### src/rtl/cdb_arbiter_pkg.sv
// rtl/cdb_arbiter_pkg.sv - shared constants and types for the CDB arbiter
// Purpose: source indices, default ROB tag width, result entry type and
//          the mod-3 source wrap helper used by the round-robin scan.
// Ports:   none (package).
package cdb_arbiter_pkg;

    localparam int ROB_WIDTH_DEFAULT = 4;

    localparam int         NUM_SRC  = 3;
    localparam logic [1:0] SRC_ALU1 = 2'd0;
    localparam logic [1:0] SRC_ALU2 = 2'd1;
    localparam logic [1:0] SRC_LSB  = 2'd2;

    typedef struct packed {
        logic [31:0]                  value;
        logic [ROB_WIDTH_DEFAULT-1:0] tag;
    } cdb_entry;

    // Folds a source index in 0..5 back into 0..2.
    function automatic logic [1:0] src_wrap(input logic [2:0] s);
        return (s >= 3'd3) ? 2'(s - 3'd3) : s[1:0];
    endfunction

endpackage

### src/rtl/cdb_arbiter_fifo.sv
// rtl/cdb_arbiter_fifo.sv - per-source result queue (result_fifo)
// Purpose: synchronous FIFO with push, pop and flush; exposes head data,
//          occupancy count and empty flag.
// Ports:   clk_in, rst_in (sync active-high), flush_in, push_in,
//          push_data_in, pop_in, head_data_out, count_out, empty_out.
module result_fifo #(
    parameter int DATA_W = 36,
    parameter int ADDR_W = 1
) (
    input  logic              clk_in,
    input  logic              rst_in,
    input  logic              flush_in,
    input  logic              push_in,
    input  logic [DATA_W-1:0] push_data_in,
    input  logic              pop_in,
    output logic [DATA_W-1:0] head_data_out,
    output logic [ADDR_W:0]   count_out,
    output logic              empty_out
);

    localparam int DEPTH = 1 << ADDR_W;

    logic [ADDR_W-1:0] head_q, head_d;
    logic [ADDR_W-1:0] tail_q, tail_d;
    logic [ADDR_W:0]   count_q, count_d;
    logic [DATA_W-1:0] mem_q [DEPTH];
    logic              full;
    logic              do_push;
    logic              do_pop;

    assign full          = (count_q == (ADDR_W+1)'(DEPTH));
    assign empty_out     = (count_q == '0);
    assign count_out     = count_q;
    assign head_data_out = mem_q[head_q];

    always_comb begin
        // A push into a full queue is dropped; flush wins over both.
        do_push = push_in & ~full & ~flush_in;
        do_pop  = pop_in & ~empty_out & ~flush_in;
        head_d  = head_q + ADDR_W'(do_pop);
        tail_d  = tail_q + ADDR_W'(do_push);
        count_d = count_q + (ADDR_W+1)'(do_push) - (ADDR_W+1)'(do_pop);
        if (flush_in) begin
            head_d  = '0;
            tail_d  = '0;
            count_d = '0;
        end
    end

    always_ff @(posedge clk_in) begin
        if (rst_in) begin
            head_q  <= '0;
            tail_q  <= '0;
            count_q <= '0;
        end else begin
            head_q  <= head_d;
            tail_q  <= tail_d;
            count_q <= count_d;
        end
    end

    // Storage needs no reset: an entry is only visible once count covers it.
    always_ff @(posedge clk_in) begin
        if (do_push) begin
            mem_q[tail_q] <= push_data_in;
        end
    end

endmodule

### src/rtl/cdb_arbiter.sv
// rtl/cdb_arbiter.sv - shares two CDB broadcast ports among ALU1, ALU2, LSB
// Purpose: queues results per producer and grants up to two queue heads per
//          cycle onto CDB ports 1 and 2 in round-robin order.
// Ports:   clk_in, rst_in (sync active-high), rdy_in (global enable),
//          clear_signal (flush), valid/value/tag per producer in,
//          ready per producer out, done/value/tag per CDB port out.
module cdb_arbiter
    import cdb_arbiter_pkg::*;
#(
    parameter int ROB_WIDTH   = ROB_WIDTH_DEFAULT,
    parameter int QUEUE_WIDTH = 1,
    parameter int QUEUE_SIZE  = 2 ** QUEUE_WIDTH
) (
    input  logic                 clk_in,
    input  logic                 rst_in,
    input  logic                 rdy_in,
    input  logic                 clear_signal,
    input  logic                 valid_alu_1,
    input  logic [31:0]          value_alu_1,
    input  logic [ROB_WIDTH-1:0] tag_alu_1,
    input  logic                 valid_alu_2,
    input  logic [31:0]          value_alu_2,
    input  logic [ROB_WIDTH-1:0] tag_alu_2,
    input  logic                 valid_lsb,
    input  logic [31:0]          value_lsb,
    input  logic [ROB_WIDTH-1:0] tag_lsb,
    output logic                 ready_alu_1,
    output logic                 ready_alu_2,
    output logic                 ready_lsb,
    output logic                 done_cdb_1,
    output logic [31:0]          value_cdb_1,
    output logic [ROB_WIDTH-1:0] tag_cdb_1,
    output logic                 done_cdb_2,
    output logic [31:0]          value_cdb_2,
    output logic [ROB_WIDTH-1:0] tag_cdb_2
);

    localparam int ENTRY_W = 32 + ROB_WIDTH;

    logic [NUM_SRC-1:0] src_valid;
    logic [ENTRY_W-1:0] src_entry  [NUM_SRC];
    logic [ENTRY_W-1:0] head_entry [NUM_SRC];
    logic [QUEUE_WIDTH:0] count    [NUM_SRC];
    logic [NUM_SRC-1:0] empty;
    logic [NUM_SRC-1:0] push;
    logic [NUM_SRC-1:0] pop;
    logic               advance;
    logic               flush;

    logic [1:0] rr_q, rr_d;
    logic       g1_valid, g2_valid;
    logic [1:0] g1_src, g2_src, scan_src, last_src;

    assign advance = rdy_in & ~clear_signal;
    assign flush   = rdy_in & clear_signal;

    assign src_valid           = {valid_lsb, valid_alu_2, valid_alu_1};
    assign src_entry[SRC_ALU1] = {value_alu_1, tag_alu_1};
    assign src_entry[SRC_ALU2] = {value_alu_2, tag_alu_2};
    assign src_entry[SRC_LSB]  = {value_lsb, tag_lsb};

    for (genvar i = 0; i < NUM_SRC; i++) begin : g_fifo
        assign push[i] = advance & src_valid[i];

        result_fifo #(
            .DATA_W (ENTRY_W),
            .ADDR_W (QUEUE_WIDTH)
        ) u_fifo (
            .clk_in        (clk_in),
            .rst_in        (rst_in),
            .flush_in      (flush),
            .push_in       (push[i]),
            .push_data_in  (src_entry[i]),
            .pop_in        (pop[i]),
            .head_data_out (head_entry[i]),
            .count_out     (count[i]),
            .empty_out     (empty[i])
        );
    end

    // Ready looks only at registered occupancy; a same-cycle pop never
    // reopens a full queue.
    assign ready_alu_1 = count[SRC_ALU1] < (QUEUE_WIDTH+1)'(QUEUE_SIZE);
    assign ready_alu_2 = count[SRC_ALU2] < (QUEUE_WIDTH+1)'(QUEUE_SIZE);
    assign ready_lsb   = count[SRC_LSB]  < (QUEUE_WIDTH+1)'(QUEUE_SIZE);

    // Scan from rr_q: first non-empty source takes port 1, second port 2.
    always_comb begin
        g1_valid = 1'b0;
        g2_valid = 1'b0;
        g1_src   = SRC_ALU1;
        g2_src   = SRC_ALU1;
        scan_src = SRC_ALU1;
        for (int k = 0; k < NUM_SRC; k++) begin
            scan_src = src_wrap({1'b0, rr_q} + 3'(k));
            if (!empty[scan_src]) begin
                if (!g1_valid) begin
                    g1_valid = 1'b1;
                    g1_src   = scan_src;
                end else if (!g2_valid) begin
                    g2_valid = 1'b1;
                    g2_src   = scan_src;
                end
            end
        end
    end

    always_comb begin
        pop = '0;
        for (int i = 0; i < NUM_SRC; i++) begin
            pop[i] = advance & ((g1_valid & (g1_src == 2'(i))) |
                                (g2_valid & (g2_src == 2'(i))));
        end
    end

    always_comb begin
        last_src = g2_valid ? g2_src : g1_src;
        rr_d     = rr_q;
        if (flush) begin
            rr_d = 2'd0;
        end else if (advance & g1_valid) begin
            rr_d = src_wrap({1'b0, last_src} + 3'd1);
        end
    end

    always_ff @(posedge clk_in) begin
        if (rst_in) begin
            rr_q <= 2'd0;
        end else begin
            rr_q <= rr_d;
        end
    end

    always_comb begin
        done_cdb_1  = g1_valid;
        done_cdb_2  = g2_valid;
        value_cdb_1 = '0;
        tag_cdb_1   = '0;
        value_cdb_2 = '0;
        tag_cdb_2   = '0;
        if (g1_valid) begin
            value_cdb_1 = head_entry[g1_src][ENTRY_W-1:ROB_WIDTH];
            tag_cdb_1   = head_entry[g1_src][ROB_WIDTH-1:0];
        end
        if (g2_valid) begin
            value_cdb_2 = head_entry[g2_src][ENTRY_W-1:ROB_WIDTH];
            tag_cdb_2   = head_entry[g2_src][ROB_WIDTH-1:0];
        end
    end

endmodule
### config.mk
export PLATFORM = sky130hd
export DESIGN_NAME = cdb_arbiter
export DESIGN_NICKNAME = d
export VERILOG_FILES = /design/src/rtl/cdb_arbiter_pkg.sv /design/src/rtl/cdb_arbiter_fifo.sv /design/src/rtl/cdb_arbiter.sv
export SDC_FILE = /design/constraint.sdc
export NUM_CORES = 1
export LEC_CHECK = 0
export ABC_AREA = 1
export BUFFER_PORTS_ARGS = -buffer_cell sky130_fd_sc_hd__buf_4
export CELL_PAD_IN_SITES_DETAIL_PLACEMENT = 0
export CELL_PAD_IN_SITES_GLOBAL_PLACEMENT = 1
export CORE_MARGIN = 2
export CORE_UTILIZATION = 44
export CTS_CLUSTER_DIAMETER = 80
export DETAILED_ROUTE_END_ITERATION = 10
export PLACE_DENSITY = 0.92
export RECOVER_POWER = 50
export SETUP_SLACK_MARGIN = 0.02
export SYNTH_ARGS = -nofsm -noshare
export SYNTH_HDL_FRONTEND = slang
export SYNTH_SLANG_ARGS = --single-unit
### constraint.sdc
create_clock -name clk_in -period 3.1 [get_ports clk_in]
set_input_delay 0 -clock clk_in [delete_from_list [all_inputs] [get_ports clk_in]]
set_output_delay 0 -clock clk_in [all_outputs]
set_load 0.05 [all_outputs]
==> results.sh <==
export IMPL_skew_ps=13.3
export IMPL_yosysTopAreaCellShare_pct=62.4
export IMPL_final_area_mm2=0.0144
export IMPL_maxCapViolCount=0
export IMPL_grt_pass1_wl_mm=44.1
export IMPL_ant_nets=0
export IMPL_yosys_area_top_type="edfxtp_1"
export IMPL_clock_sinks=230
export IMPL_seq_area_mm2=0.00677
export IMPL_layout_common_cells="nand2_1 (242), edfxtp_1 (216), dlygate4sd3_1 (113)"
export IMPL_yosys_register_bits=230
export IMPL_ff2ff_setup_slack_ps=240
export IMPL_slew_violations=0
export IMPL_final_common_cell="nand2_1"
export IMPL_drive_gt1_share_pct=21.3
export IMPL_area_delta_synth_final_pct=38.6
export IMPL_grt_max_degree=38
export IMPL_yosysUniqueCellTypes=30
export IMPL_place_area_mm2=0.0123
export IMPL_dr_pass1_iters=5
export IMPL_die_area_mm2=0.0249
export IMPL_die_x_um=158
export IMPL_avgSynthCellArea_um2=11.6
export IMPL_insertion_delay_ps=530
export IMPL_cts_tree="built"
export IMPL_clockRootBuffer="clkbuf_16"
export IMPL_pin_count=192
export IMPL_via_per_inst=5.19
export IMPL_endpoint_kind="primary output"
export IMPL_initial_core_util_pct=44.6
export IMPL_fmax_mhz=340
export IMPL_drcViolationCount=0
export IMPL_rsz0062_at_grt="true"
export IMPL_setup_violations=0
export IMPL_overflow=0
export IMPL_cp_arrival_ps=2940
export IMPL_diodes=0
export IMPL_num_rows=56
export IMPL_clockBufferDepth=3
export IMPL_seq_area_frac_synth_pct=65.0
export IMPL_outcome="completed"
export IMPL_die_h_um=158
export IMPL_core_mm2=0.0233
export IMPL_r2r_end="g_fifo[2].u_fifo.count_out[1]$_SDFF_PP0_"
export IMPL_syn_area_mm2=0.0104
export IMPL_wl_per_cell_um=19.2
export IMPL_worst_pin_slew_ps=1120
export IMPL_numCtsBuffers=26
export IMPL_yosysWarnings=0
export IMPL_maxSlewHeadroom_pct=25.0
export IMPL_first_global_vias=8144
export IMPL_multi_input_area_mm2=0.00333
export IMPL_cp_endpoint="value_cdb_2[30]"
export IMPL_required_ps=3100
export IMPL_io_buffers=191
export IMPL_hold_path_class="in -> reg"
export IMPL_place_congestion=0.799
export IMPL_r2r_start="rr_q[0]$_SDFFE_PP0P_"
export IMPL_track_usage_pct=23.6
export IMPL_crit_fanout=37
export IMPL_worstSetupStartpointType="register"
export IMPL_fin_crit_sh_pct=94.8
export IMPL_grt_antenna_before_repair=0
export IMPL_period_needed_ps=2940
export IMPL_fillers=1814
export IMPL_hold_viol_final=0
export IMPL_clk_pin_slew_worst_paths_ps=60
export IMPL_cp_startpoint="rr_q[0]$_SDFFE_PP0P_"
export IMPL_drtIter0Drc=560
export IMPL_synth_area_top_cells="edfxtp_1 (62%), mux2i_1 (9.1%), nand2_1 (8.8%)"
export IMPL_r2r_cells=16
export IMPL_finalWirelength_mm=29.9
export IMPL_num_vias=8105
export IMPL_syn_nets=1023
export IMPL_crit_type="reg -> out"
export IMPL_htreeDepth=1
export IMPL_syn_inst=893
export IMPL_nNetsFinal=1352
export IMPL_hpwl_mm=18.8
==> Yosys cell counts <==
master / instances
nand2_1: 243
edfxtp_1: 216
mux2i_1: 95
nand3_1: 67
nor2_1: 44
o21ai_0: 44
inv_1: 31
a21oi_1: 26
o21ai_1: 16
clkbuf_1: 15
ha_1: 15
dfxtp_1: 14
buf_2: 12
inv_2: 9
mux2_2: 9
buf_4: 8
nand2_2: 7
buf_1: 3
nor2_2: 3
nor2_4: 3
xor2_1: 3
nand2_4: 2
a21oi_2: 1
buf_6: 1
clkbuf_2: 1
inv_4: 1
nand3_4: 1
nand3b_1: 1
nand4_1: 1
o21bai_1: 1
==> area by class of cell <==
type | instances | share of cell area (%)
clock inverter | 17 | 1.11
timing repair buffer | 340 | 20.1
inverter | 41 | 1.24
tap | 319 | 2.77
sequential | 230 | 47.0
clock buffer | 31 | 4.79
multi-input combinational | 583 | 23.1
==> metal layers <==
layer / vias up / global-route usage (%) / wire, µm
met5: - / 0 / 0
met1: 3841 / 29.0 / 11900
li1: 3794 / - / -
met2: 393 / 41.8 / 15000
met4: 0 / 9.09 / 1080
met3: 77 / 3.50 / 1940
==> logic make-up after synthesis <==
kind of cell    synth area share (%)
flops                           65.0
simple gates                    15.0
mux                             10.1
compound gates                  4.29
xor+xnor                       0.253
fa+ha+maj                       1.80
buf+inv                         3.46
==> stage by stage <==
stage / setup slack, ps / TNS [ps] / std cells / utilization (%) / hold WS [ps]
final: 163 / 0 / 1561 / 61.8 / 58.1
after global routing: -44.9 / -73.5 / 1561 / 61.8 / 101
after CTS: 45.7 / 0 / 1549 / 61.5 / 78.3
after detailed placement: 293 / 0 / 1386 / 52.8 / 188
after global placement: 373 / 0 / 1386 / 52.8 / 186
after floorplan: 246 / 0 / 893 / - / 98.9
==> registers in the layout, indices dropped and copies added, names as in the netlist <==
name / flops
g_fifo.u_fifo.count_out: 6
rr_q: 2
g_fifo.u_fifo.head_q: 3
g_fifo.u_fifo.mem_q: 216
g_fifo.u_fifo.tail_q: 3
==> timing repair <==
item	in CTS	in global routing
resized for setup	8	24
cloned	1	2
buffers inserted	2	10
hold buffers	113	0
setup endpoints to repair	64	75
endpoints found under the hold margin	224	0
pin swaps	1	5
==> critical path, cell delays in order (launching register included) <==
cell	delay, ps
dfxtp_1	340
inv_1	60
ha_1	350
o21ai_1	130
nand3_1	120
nand2_2	130
nand2_2	90
nand2_1	110
nand2_4	110
nand2_4	120
buf_8	260
nand2_1	100
nand3_1	110
o21ai_0	130
buf_4	230
==> how the worst min path moves through the flow <==
stage | endpoint | start | slack (ps) | cells past startpoint
global route | g_fifo[2].u_fifo.tail_q$_SDFF_PP0_ | valid_lsb | 100 | 5
CTS | g_fifo[2].u_fifo.tail_q$_SDFF_PP0_ | valid_lsb | 80 | 5
global placement | g_fifo[0].u_fifo.mem_q[0][24]$_DFFE_PP_ | value_alu_1[20] | 190 | 1
detailed placement | g_fifo[1].u_fifo.mem_q[1][29]$_DFFE_PP_ | value_alu_2[25] | 190 | 1
floorplan | g_fifo[0].u_fifo.mem_q[0][0]$_DFFE_PP_ | tag_alu_1[0] | 100 | 0
finish | g_fifo[2].u_fifo.tail_q$_SDFF_PP0_ | valid_lsb | 60 | 5
Power is not shown: default switching activity piles up to over one toggle a cycle in this logic, so the estimate is an artifact.
